## src/rtl/mem_port_arbiter.sv

```systemverilog
// mem_port_arbiter: round-robin sharing of one single-ported memory between fetch (IF) and data (D); `ARB_TIMEOUT_EN adds a response watchdog.
// Latency: accept -> o_mem_valid next cycle; port rvalid the cycle after i_mem_rvalid (3 cycles per transaction at zero wait).
// Backpressure: one transaction in flight; both port readies stay low from acceptance until the response has been taken.
module mem_port_arbiter #(
  parameter int AW             = 32,
  parameter int DW             = 32,
  parameter int TIMEOUT_CYCLES = 16
) (
  input  logic            clk,
  input  logic            rst,
  input  logic            i_if_valid,
  output logic            o_if_ready,
  input  logic [AW-1:0]   i_if_addr,
  output logic            o_if_rvalid,
  output logic [DW-1:0]   o_if_rdata,
  input  logic            i_d_valid,
  output logic            o_d_ready,
  input  logic [AW-1:0]   i_d_addr,
  input  logic            i_d_we,
  input  logic [DW-1:0]   i_d_wdata,
  input  logic [DW/8-1:0] i_d_wstrb,
  output logic            o_d_rvalid,
  output logic [DW-1:0]   o_d_rdata,
  output logic            o_mem_valid,
  input  logic            i_mem_ready,
  output logic [AW-1:0]   o_mem_addr,
  output logic            o_mem_we,
  output logic [DW-1:0]   o_mem_wdata,
  output logic [DW/8-1:0] o_mem_wstrb,
  input  logic            i_mem_rvalid,
  input  logic [DW-1:0]   i_mem_rdata,
`ifdef ARB_TIMEOUT_EN
  output logic            o_if_err,
  output logic            o_d_err,
`endif
  output logic            o_grant,
  output logic            o_busy
);

  typedef struct packed {
    logic [AW-1:0]   addr;
    logic            we;
    logic [DW-1:0]   wdata;
    logic [DW/8-1:0] wstrb;
  } req_t;

  typedef enum logic [1:0] {
    IDLE = 2'd0,
    REQ  = 2'd1,
    RESP = 2'd2
  } state_t;

  state_t state, state_nxt;
  req_t   req_q, req_nxt;
  logic   acc_vld;
  logic   done;
  logic   abort;

  // o_grant doubles as last_grant: the port opposite it wins a tie.
  always_comb begin
    o_if_ready = 1'b0;
    o_d_ready  = 1'b0;
    if (state == IDLE && !rst) begin
      o_if_ready = i_if_valid && (!i_d_valid || o_grant);
      o_d_ready  = i_d_valid && (!i_if_valid || !o_grant);
    end
  end

  assign acc_vld = o_if_ready || o_d_ready;
  assign done    = (state == RESP) && i_mem_rvalid;

  always_comb begin
    req_nxt = '0;
    if (o_d_ready) begin
      req_nxt.addr  = i_d_addr;
      req_nxt.we    = i_d_we;
      req_nxt.wdata = i_d_wdata;
      req_nxt.wstrb = i_d_wstrb;
    end else begin
      req_nxt.addr  = i_if_addr;
      req_nxt.wstrb = '1;
    end
  end

`ifdef ARB_TIMEOUT_EN
  localparam int CW = $clog2(TIMEOUT_CYCLES + 1);
  localparam logic [CW-1:0] TMO_LAST = CW'(TIMEOUT_CYCLES - 1);

  logic [CW-1:0] tmo_cnt;

  // Fires on the edge where the count reaches TIMEOUT_CYCLES; a response on that edge still wins.
  assign abort = (state != IDLE) && (tmo_cnt == TMO_LAST) && !done;

  always_ff @(posedge clk) begin
    if (rst) begin
      tmo_cnt  <= '0;
      o_if_err <= 1'b0;
      o_d_err  <= 1'b0;
    end else begin
      o_if_err <= abort && !o_grant;
      o_d_err  <= abort && o_grant;
      if (acc_vld) begin
        tmo_cnt <= '0;
      end else if (state != IDLE) begin
        tmo_cnt <= tmo_cnt + 1'b1;
      end
    end
  end
`else
  assign abort = 1'b0;
`endif

  always_comb begin
    state_nxt = state;
    unique case (state)
      IDLE: if (acc_vld) state_nxt = REQ;
      REQ: begin
        if (abort) begin
          state_nxt = IDLE;
        end else if (i_mem_ready) begin
          state_nxt = RESP;
        end
      end
      RESP:    if (done || abort) state_nxt = IDLE;
      default: state_nxt = IDLE;
    endcase
  end

  always_ff @(posedge clk) begin
    if (rst) begin
      state       <= IDLE;
      req_q       <= '0;
      o_grant     <= 1'b0;
      o_if_rvalid <= 1'b0;
      o_d_rvalid  <= 1'b0;
      o_if_rdata  <= '0;
      o_d_rdata   <= '0;
    end else begin
      state       <= state_nxt;
      o_if_rvalid <= (done || abort) && !o_grant;
      o_d_rvalid  <= (done || abort) && o_grant;
      if (acc_vld) begin
        req_q   <= req_nxt;
        o_grant <= o_d_ready;
      end
      // An aborted transaction returns zero data, stores included.
      if (abort) begin
        if (o_grant) o_d_rdata <= '0;
        else         o_if_rdata <= '0;
      end else if (done && !req_q.we) begin
        if (o_grant) o_d_rdata <= i_mem_rdata;
        else         o_if_rdata <= i_mem_rdata;
      end
    end
  end

  assign o_mem_valid = (state == REQ);
  assign o_busy      = (state != IDLE);
  assign o_mem_addr  = req_q.addr;
  assign o_mem_we    = req_q.we;
  assign o_mem_wdata = req_q.wdata;
  assign o_mem_wstrb = req_q.wstrb;

endmodule

```

## config.mk

```make
export PLATFORM = sky130hd
export DESIGN_NAME = mem_port_arbiter
export DESIGN_NICKNAME = d
export VERILOG_FILES = /design/src/rtl/mem_port_arbiter.sv
export SDC_FILE = /design/constraint.sdc
export NUM_CORES = 1
export LEC_CHECK = 0
export CAP_MARGIN = 10
export CORE_ASPECT_RATIO = 0.7
export CORE_MARGIN = 3
export CORE_UTILIZATION = 44
export CTS_CLUSTER_DIAMETER = 80
export DETAILED_ROUTE_END_ITERATION = 10
export PLACE_DENSITY = 0.86
export SLEW_MARGIN = 20
export SYNTH_ARGS = -nofsm -noshare
export SYNTH_HDL_FRONTEND = slang
export SYNTH_SLANG_ARGS = --single-unit
```

## constraint.sdc

```tcl
create_clock -name clk -period 4.4 [get_ports clk]
set_clock_uncertainty 0.05 [all_clocks]
set_input_delay 0.88 -clock clk [delete_from_list [all_inputs] [get_ports clk]]
set_output_delay 0.88 -clock clk [all_outputs]
set_load 0.02 [all_outputs]
```

==> reports/results.txt, run 1 <==
Worst-path clk slew - 50 ps
GPL Wtd Cong - 0.8332
max-cap violation count - 0
Yosys cell types - 28
count of state elements after synthesis - 138
fmax - 286.1 MHz
Final period util - 0.7945
Max Root-Sink Buffers - 2
pre-CTS setup slack - 911.7 ps
first-pass GRT wire length - 29,120 um
worst path required time - 3470 ps
worst-skew pair later-pin latency - 400 ps
WS Path Type - input port to output port
register area share after synthesis - 0.4745
worst vdd ir - 0.3347 mV
CP Capture Type - output port
# diodes - 0
Top FF cell, synth - dfxtp_1
Die Width - 143.5 um
# nets final - 1,010
Vert. Die Dim - 102.2 um
placed cell count - 1,014
Site Rows - 34
total CTS buffers - 17
Initial DRC Count - 307
Root Buffer - clkbuf_16
hold buffer count at CTS - 0
sum of routed wire length over all layers - 19,250 um
top post-synthesis cells by area - dfxtp_1 47%, mux2i_1 11%, nand2b_1 10%
worst slew pin tran - 1054 ps
Pre-antenna DRT Iters - 5
Clock Sinks - 138
Tmin final - 3496 ps
maximum number of pins on one net before global-route repair - 121
Overflow after GRT - 0
RSZ-0062 raised after global routing - no
Initial Util - 0.4592
Post-synth ARST share - 0
endpoints failing hold - 0
# IOs - 279
Synth top cells by count - 138 x dfxtp_1, 96 x nand2b_1, 70 x a21oi_1
Leak Pwr - 0.003315 uW
Final WS setup - 904.3 ps
top-count cell post-synth - dfxtp_1
Die ar. - 14,670 sq um
pwr dens - 362.0 nW/um^2
Avg Inst Size Synth - 9.212 sq um
Via density - 5.561
routed len/inst - 18.40 um
Synth top area share - 0.4745
biggest area consumer among synthesized cells - dfxtp_1
Worst setup SP type - input port
Via Count - 5,817
DRC - 0
Core Box Area - 12,680 sq um
Post-CTS Resized - 0
FILL cells - 922
Layout Utilization - 0.7223
cells after synthesis - 632
GRT Total Usage - 0.2487
worst-path fanout max - 35
Area Growth Syn to Fin - 57.27%
Arr. time, crit path - 2570 ps
Non-Filler Instances - 1,046
CTS tree - yes
status - finished, final reports clean
Setup TNS Final - 0 ps
initial antenna violation count - 0
vias in the first global route - 5,597
Final ANT Viol Nets - 0
layout cells sized above 1 - 0.05769
postcts setup bufs - 0
Max Slew Vio Count - 0
Hold WC Path Type - register to register
PortBufs - 278
syn_nets - 771
Syn Std Cell Area - 5822 sq um
Syn. warnings - 0
# H-tree levels - 4
final HPWL from detailed placement - 13,310 um
number of synthesized flops with an enable pin - 0
relative slew slack - 0.2934
Final setup viols - 0
## power by group
group	internal, uW	switching [uW]	leakage [uW]	total, uW
Combinational	297	312	0.00193	609
Clock	791	566	0.000267	1360
Sequential	1310	39.2	0.00112	1350
Total	2400	916	0.00331	3310
## stage by stage
stage / hold WS (ps) / total power [uW] / area [sq um]
floorplan: 496.0 / 1673 / 5822
global placement: 407.7 / 1960 / 8587
detailed placement: 416.5 / 1980 / 8587
CTS: 427.0 / 3338 / 9156
global route: 442.9 / 3445 / 9156
finish: 424.6 / 3314 / 9156
## cells in the final DEF (no fill, tap or decap)
cell / count
clkdlybuf4s50_1: 277
dfxtp_1: 138
nand2b_1: 96
a21oi_1: 70
o21ai_0: 66
nand3_1: 65
mux2i_1: 64
a311oi_1: 33
clkbuf_16: 17
buf_4: 10
nor3_1: 9
nor2_1: 6
clkinvlp_4: 4
clkinv_4: 3
inv_6: 3
inv_1: 2
nor3_2: 2
inv_8: 2
or3_2: 1
a21bo_2: 1
nor2b_1: 1
nand3b_4: 1
nor3b_4: 1
nor2_2: 1
nor2_4: 1
a21o_1: 1
a21boi_4: 1
or2_2: 1
or3_1: 1
nor3b_1: 1
or3b_1: 1
a22oi_1: 1
clkinv_2: 1
clkbuf_1: 1
bufinv_16: 1
## path summary, 6_finish.rpt
kind,endpoint,cells past startpoint,slack (ps),startpoint
setup / recovery,o_if_ready,4,900,rst
hold / removal,o_d_rdata[26],2,420,o_d_rdata[26]
setup reg to reg,o_mem_addr[12],4,1680,state[1]
hold reg to reg,o_d_rdata[26],2,420,o_d_rdata[26]
## metal layers
| metal | global-route usage | share of wire |
|---|---|---|
| met4 | 0.08683 | 0.022 |
| met3 | 0.07484 | 0.088 |
| met1 | 0.2939 | 0.39 |
| met2 | 0.4334 | 0.50 |
| met5 | 0 | 0 |
## worst max-delay path, stage by stage
cell	delay, ps
buf_4	110
or3_2	720
nor2_1	220
clkdlybuf4s50_1	640
## area by class of cell
type	instances	area (sq um)	share of cell area
Clock inverter	14	140.1	0.01530
Multi-Input combinational cell	425	2766	0.3021
Clock buffer	18	429.2	0.04687
Timing Repair Buffer	287	2848	0.3110
Tap cell	162	202.7	0.02214
Inverter	2	7.507	0.0008199
Sequential cell	138	2763	0.3017
## registers in the layout (all words and copies together) (netlist names)
name         cells
state            2
o_d_rvalid       1
o_mem_we         1
o_mem_wdata     32
o_grant          1
o_mem_wstrb      4
o_d_rdata       32
o_mem_addr      32
o_if_rvalid      1
o_if_rdata      32
## logic make-up after synthesis
group,after synthesis,synth area share
compound gates,173,0.1722
simple gates,188,0.1887
flops,138,0.4745
mux,64,0.1100
buf+inv,69,0.05459
Power figures use the tool's default switching activity.
==> run 2: changes to the inputs <==
Settings changed: CORE_UTILIZATION 44 to 37, PLACE_DENSITY 0.86 to 0.77.
Clock period 4.4 ns to 3.09 ns, I/O delays scaled along.
==> run 2 against run 1 <==
Compared with the run above: sequential cell count unchanged; global-route usage is 4.2 points lower; sequential share of layout area down 0.60 points; final area up 2.0%; power grew 49%; sequential power up 42%; critical path type unchanged.
==> reports/results.txt, run 2 (synthesis gave the netlist of run 1 again) <==
# H-tree levels - 4 (unchanged)
FILL cells - 1,291 (+40%)
CTS tree - yes
Final setup viols - 0 (unchanged)
Post-CTS Resized - 0 (unchanged)
total CTS buffers - 17 (unchanged)
RSZ-0062 raised after global routing - no
worst-path fanout max - 6 (-83%)
placed cell count - 1,053 (+3.8%)
Setup TNS Final - 0 ps (unchanged)
FF-to-FF path depth - 5 (+1)
Via Count - 5,594 (-3.8%)
slowest cell delay on critical path - 600 ps (-120 ps)
vias in the first global route - 5,342 (-4.6%)
final HPWL from detailed placement - 12,960 um (-2.6%)
Non-Filler Instances - 1,085 (+3.7%)
max-cap violation count - 0 (unchanged)
delay-heaviest family, CP - buffers and inverters
CP startpoint - i_d_valid
postcts setup bufs - 0 (unchanged)
GPL Wtd Cong - 0.8198 (-1.6%)
commonest non-fill, non-tap cell in the layout - clkdlybuf4s50_1
Tmin final - 2808 ps
WS Path Type - input port to output port
fmax - 356.1 MHz
Initial DRC Count - 308 (+0.33%)
Clock Sinks - 138 (unchanged)
sum of routed wire length over all layers - 18,770 um (-2.5%)
R2R setup slack - 820 ps (-860 ps)
Die ar. - 17,300 sq um (+18%)
CP Capture Point - o_d_ready
Worst path depth - 4 (unchanged)
maximum number of pins on one net before global-route repair - 105 (-13%)
most used cell along the critical path - clkdlybuf4s50_1
Arr. time, crit path - 2140 ps (-430 ps)
CP bufs+invs - 2 (unchanged)
Root Buffer - clkbuf_16
crit path max-delay cell type - clkdlybuf4s50_1
Site Rows - 37 (+8.8%)
# diodes - 0 (unchanged)
RR Endpoint - o_mem_addr[14]
Area Growth Syn to Fin - 60.46%
layout cells sized above 1 - 0.06404 (+0.006353)
status - finished, final reports clean
Worst setup SP type - input port
Max Root-Sink Buffers - 2 (unchanged)
first-pass GRT wire length - 29,000 um (-0.41%)
initial antenna violation count - 0 (unchanged)
hold buffer count at CTS - 0 (unchanged)
Max Slew Vio Count - 0 (unchanged)
Final ANT Viol Nets - 0 (unchanged)
Overflow after GRT - 0 (unchanged)
pwr dens - 527.7 nW/um^2 (+46%)
Core Box Area - 15,050 sq um (+19%)
worst-skew pair later-pin latency - 400 ps (about the same)
Final period util - 0.9089
Initial Util - 0.3869 (-0.07229)
Hold WC Path Type - register to register
pre-CTS setup slack - 295.8 ps (-615.9 ps)
Vert. Die Dim - 111.0 um (+8.5%)
Final WS setup - 281.5 ps (-622.8 ps)
GRT Total Usage - 0.2072 (-0.04151)
routed len/inst - 17.30 um (-6.0%)
most frequent cells in the layout - 277 x clkdlybuf4s50_1, 138 x dfxtp_1, 96 x nand2b_1, 70 x a21oi_1, 66 x o21ai_0
endpoints failing hold - 0 (unchanged)
Leak Pwr - 0.003387 uW (+2.2%)
CP Capture Type - output port
CP Cell Sequence - clkdlybuf4s50_1 > a21bo_2 > nor2_1 > clkdlybuf4s50_1
relative slew slack - 0.5052 (+0.2118)
worst vdd ir - 0.2707 mV (-19%)
Pre-antenna DRT Iters - 4 (-1)
Die Width - 155.9 um (+8.7%)
RR Startpoint - state[1]
worst slew pin tran - 742.3 ps (-311.9 ps)
DRC - 0 (unchanged)
# IOs - 279 (unchanged)
# nets final - 1,016 (+0.59%)
Via density - 5.156 (-7.3%)
worst path required time - 2420 ps (-1050 ps)
Worst-path clk slew - 70 ps (+20 ps)
PortBufs - 278 (unchanged)
## run 2: cell count changes in the layout (fill, tap and decap cells not counted), sizes merged
| cell | before | now |
|---|---|---|
| inv | 7 | 6 |
| clkinvlp | 4 | 3 |
| bufinv | 1 | 3 |
| clkbuf | 18 | 20 |
| buf | 10 | 16 |
| clkinv | 4 | 2 |
## run 2: metrics by stage
| step | power (uW) | hold WS, ps | area (sq um) | util |
|---|---|---|---|---|
| 2_1_floorplan | 2383 | 496.0 | 5822 | - |
| 3_5_place_dp | 2838 | 413.1 | 8723 | 0.5798 |
| 6_report | 4930 | 421.7 | 9341 | 0.6209 |
| 5_1_grt | 5115 | 436.7 | 9341 | 0.6209 |
| 3_3_place_gp | 2831 | 410.2 | 8723 | 0.5798 |
| 4_1_cts | 4986 | 426.3 | 9341 | 0.6209 |
## run 2: worst min-delay path: stages (launching register included)
cell and delay [ps]:
dfxtp_1 310, nand2b_1 60, mux2i_1 60
## run 2: final cells by class
cell class,count,area (sq um),share of cell area
repair buffers,293,2943,0.3150
flip-flops and latches,138,2763,0.2957
clock inverters,12,161.4,0.01728
inverters,2,7.507,0.0008036
clock buffers,20,456.7,0.04889
multi-input cells,425,2766,0.2961
well taps,195,244.0,0.02612
## run 2: how the worst min path moves through the flow
stage / end / from / depth (start not counted) / slack, ps
2_1_floorplan: o_d_rdata[0] / o_d_rdata[0] / 2 / 500
3_3_place_gp: o_d_rdata[14] / o_d_rdata[14] / 2 / 410
3_5_place_dp: o_d_rdata[4] / o_d_rdata[4] / 2 / 410
4_1_cts: o_d_rdata[18] / o_d_rdata[18] / 2 / 430
5_1_grt: o_d_rdata[25] / o_d_rdata[25] / 2 / 440
6_report: o_d_rdata[8] / o_d_rdata[8] / 2 / 420
## run 2: where the power goes
group | internal (uW) | switching (uW)
Combinational | 443 | 441
Sequential | 1860 | 51.9
Clock | 1320 | 805
## run 2: layer usage
metal	GRT usage	vias up	part of all wire
met5	0	-	0
met4	0.06647	0	0.015
met3	0.08037	24	0.10
met2	0.3256	235	0.46
met1	0.2610	2598	0.42
li1	-	2737	-
==> run 3: changes to the inputs <==
Settings changed: RECOVER_POWER set to 50.
==> run 3 against run 2 <==
Compared with the run above: sequential share of layout area hardly changed; utilization hardly changed; hold slack worse by 3.2 ps; critical path type unchanged; critical endpoint unchanged; highest routed layer unchanged.
==> reports/results.txt, run 3 (synthesis gave the netlist of run 1 again) <==
Worst setup SP type - input port
FILL cells - 1,292 (+0.077%)
Vert. Die Dim - 111.0 um (unchanged)
GRT Total Usage - 0.2072 (unchanged)
maximum number of pins on one net before global-route repair - 105 (unchanged)
status - finished, final reports clean
Core Box Area - 15,050 sq um (unchanged)
Arr. time, crit path - 2140 ps (about the same)
layout cells sized above 1 - 0.06404 (unchanged)
Max Root-Sink Buffers - 2 (unchanged)
Final setup viols - 0 (unchanged)
Area Growth Syn to Fin - 60.41% (about the same)
Setup TNS Final - 0 ps (unchanged)
worst path required time - 2420 ps (about the same)
Register Area - 2763 sq um (unchanged)
pwr dens - 524.7 nW/um^2 (-0.58%)
Initial DRC Count - 335 (+8.8%)
routed len/inst - 17.31 um (about the same)
Multi-input gate area - 2766 sq um (unchanged)
worst slew pin tran - 1455 ps (+713.2 ps)
sum of routed wire length over all layers - 18,780 um (about the same)
Leak Pwr - 0.003699 uW (+9.2%)
RSZ-0062 raised after global routing - no
worst-skew pair later-pin latency - 400 ps (about the same)
Hold WC Path Type - register to register
Overflow after GRT - 0 (unchanged)
relative slew slack - 0.02968 (-0.4755)
Initial Util - 0.3869 (unchanged)
postcts setup bufs - 0 (unchanged)
hold buffer count at CTS - 0 (unchanged)
max-cap violation count - 0 (unchanged)
Via density - 5.133 (-0.45%)
vias in the first global route - 5,342 (unchanged)
# diodes - 0 (unchanged)
GPL Wtd Cong - 0.8198 (unchanged)
# IOs - 279 (unchanged)
Pre-antenna DRT Iters - 4 (unchanged)
total CTS buffers - 17 (unchanged)
CTS tree - yes
PortBufs - 278 (unchanged)
initial antenna violation count - 0 (unchanged)
final HPWL from detailed placement - 12,960 um (unchanged)
first-pass GRT wire length - 29,000 um (unchanged)
Site Rows - 37 (unchanged)
Worst-path clk slew - 70 ps (about the same)
fmax - 356.3 MHz (about the same)
# nets final - 1,016 (unchanged)
FF-to-FF path depth - 5 (unchanged)
endpoints failing hold - 0 (unchanged)
Root Buffer - clkbuf_16
Final period util - 0.9083 (about the same)
Die Width - 155.9 um (unchanged)
Tmin final - 2807 ps (-1.900 ps)
# H-tree levels - 4 (unchanged)
most frequent cells in the layout - 179 x clkdlybuf4s50_1, 138 x dfxtp_1, 98 x dlygate4sd3_1, 96 x nand2b_1, 70 x a21oi_1
Post-CTS Resized - 0 (unchanged)
DRC - 0 (unchanged)
commonest non-fill, non-tap cell in the layout - clkdlybuf4s50_1
Max Slew Vio Count - 0 (unchanged)
WS Path Type - input port to output port
Via Count - 5,569 (-0.45%)
Layout Utilization - 0.6207 (about the same)
worst vdd ir - 0.2713 mV (+0.20%)
Die ar. - 17,300 sq um (unchanged)
Clock Sinks - 138 (unchanged)
Final ANT Viol Nets - 0 (unchanged)
worst-path fanout max - 6 (unchanged)
Worst Hold Depth - 2 (unchanged)
CP Capture Type - output port
[run 3: metrics by stage]
step	setup slack (ps)	hold WS [ps]	area [sq um]	power [uW]	cells
5_1_grt	190.0	433.4	9339	5092	1085
4_1_cts	288.0	426.3	9341	4986	1085
3_3_place_gp	303.9	410.2	8723	2831	1053
3_5_place_dp	295.8	413.1	8723	2838	1053
2_1_floorplan	733.1	496.0	5822	2383	632
6_report	283.4	418.5	9339	4900	1085
[run 3: final timing paths]
kind | from | to | slack (ps)
min | o_d_rdata[8] | o_d_rdata[8] | 420
max reg2reg | state[1] | o_mem_addr[14] | 790
min reg2reg | o_d_rdata[8] | o_d_rdata[8] | 420
max | i_d_valid | o_d_ready | 280
[run 3: power breakdown]
part           internal [uW]  switching, uW
registers               1860           49.2
clock network           1320            799
logic                    422            441
[run 3: layer usage]
layer,part of all wire,vias to the layer above,GRT usage
met2,0.47,222,0.3256
met5,0,-,0
met3,0.10,29,0.08037
met1,0.42,2577,0.2610
met4,0.018,0,0.06647
li1,-,2741,-
[run 3: final cells by class]
| class | instances | area share |
|---|---|---|
| Timing Repair Buffer | 293 | 0.3148 |
| Multi-Input combinational cell | 425 | 0.2962 |
| Sequential cell | 138 | 0.2958 |
| Clock buffer | 20 | 0.04890 |
| Tap cell | 195 | 0.02613 |
| Clock inverter | 12 | 0.01728 |
| Inverter | 2 | 0.0008039 |
[run 3: critical path, cell delays in order]
cell             delay, ps
clkdlybuf4s50_1        570
a21bo_2                260
nor2_1                  80
clkdlybuf4s50_1        600
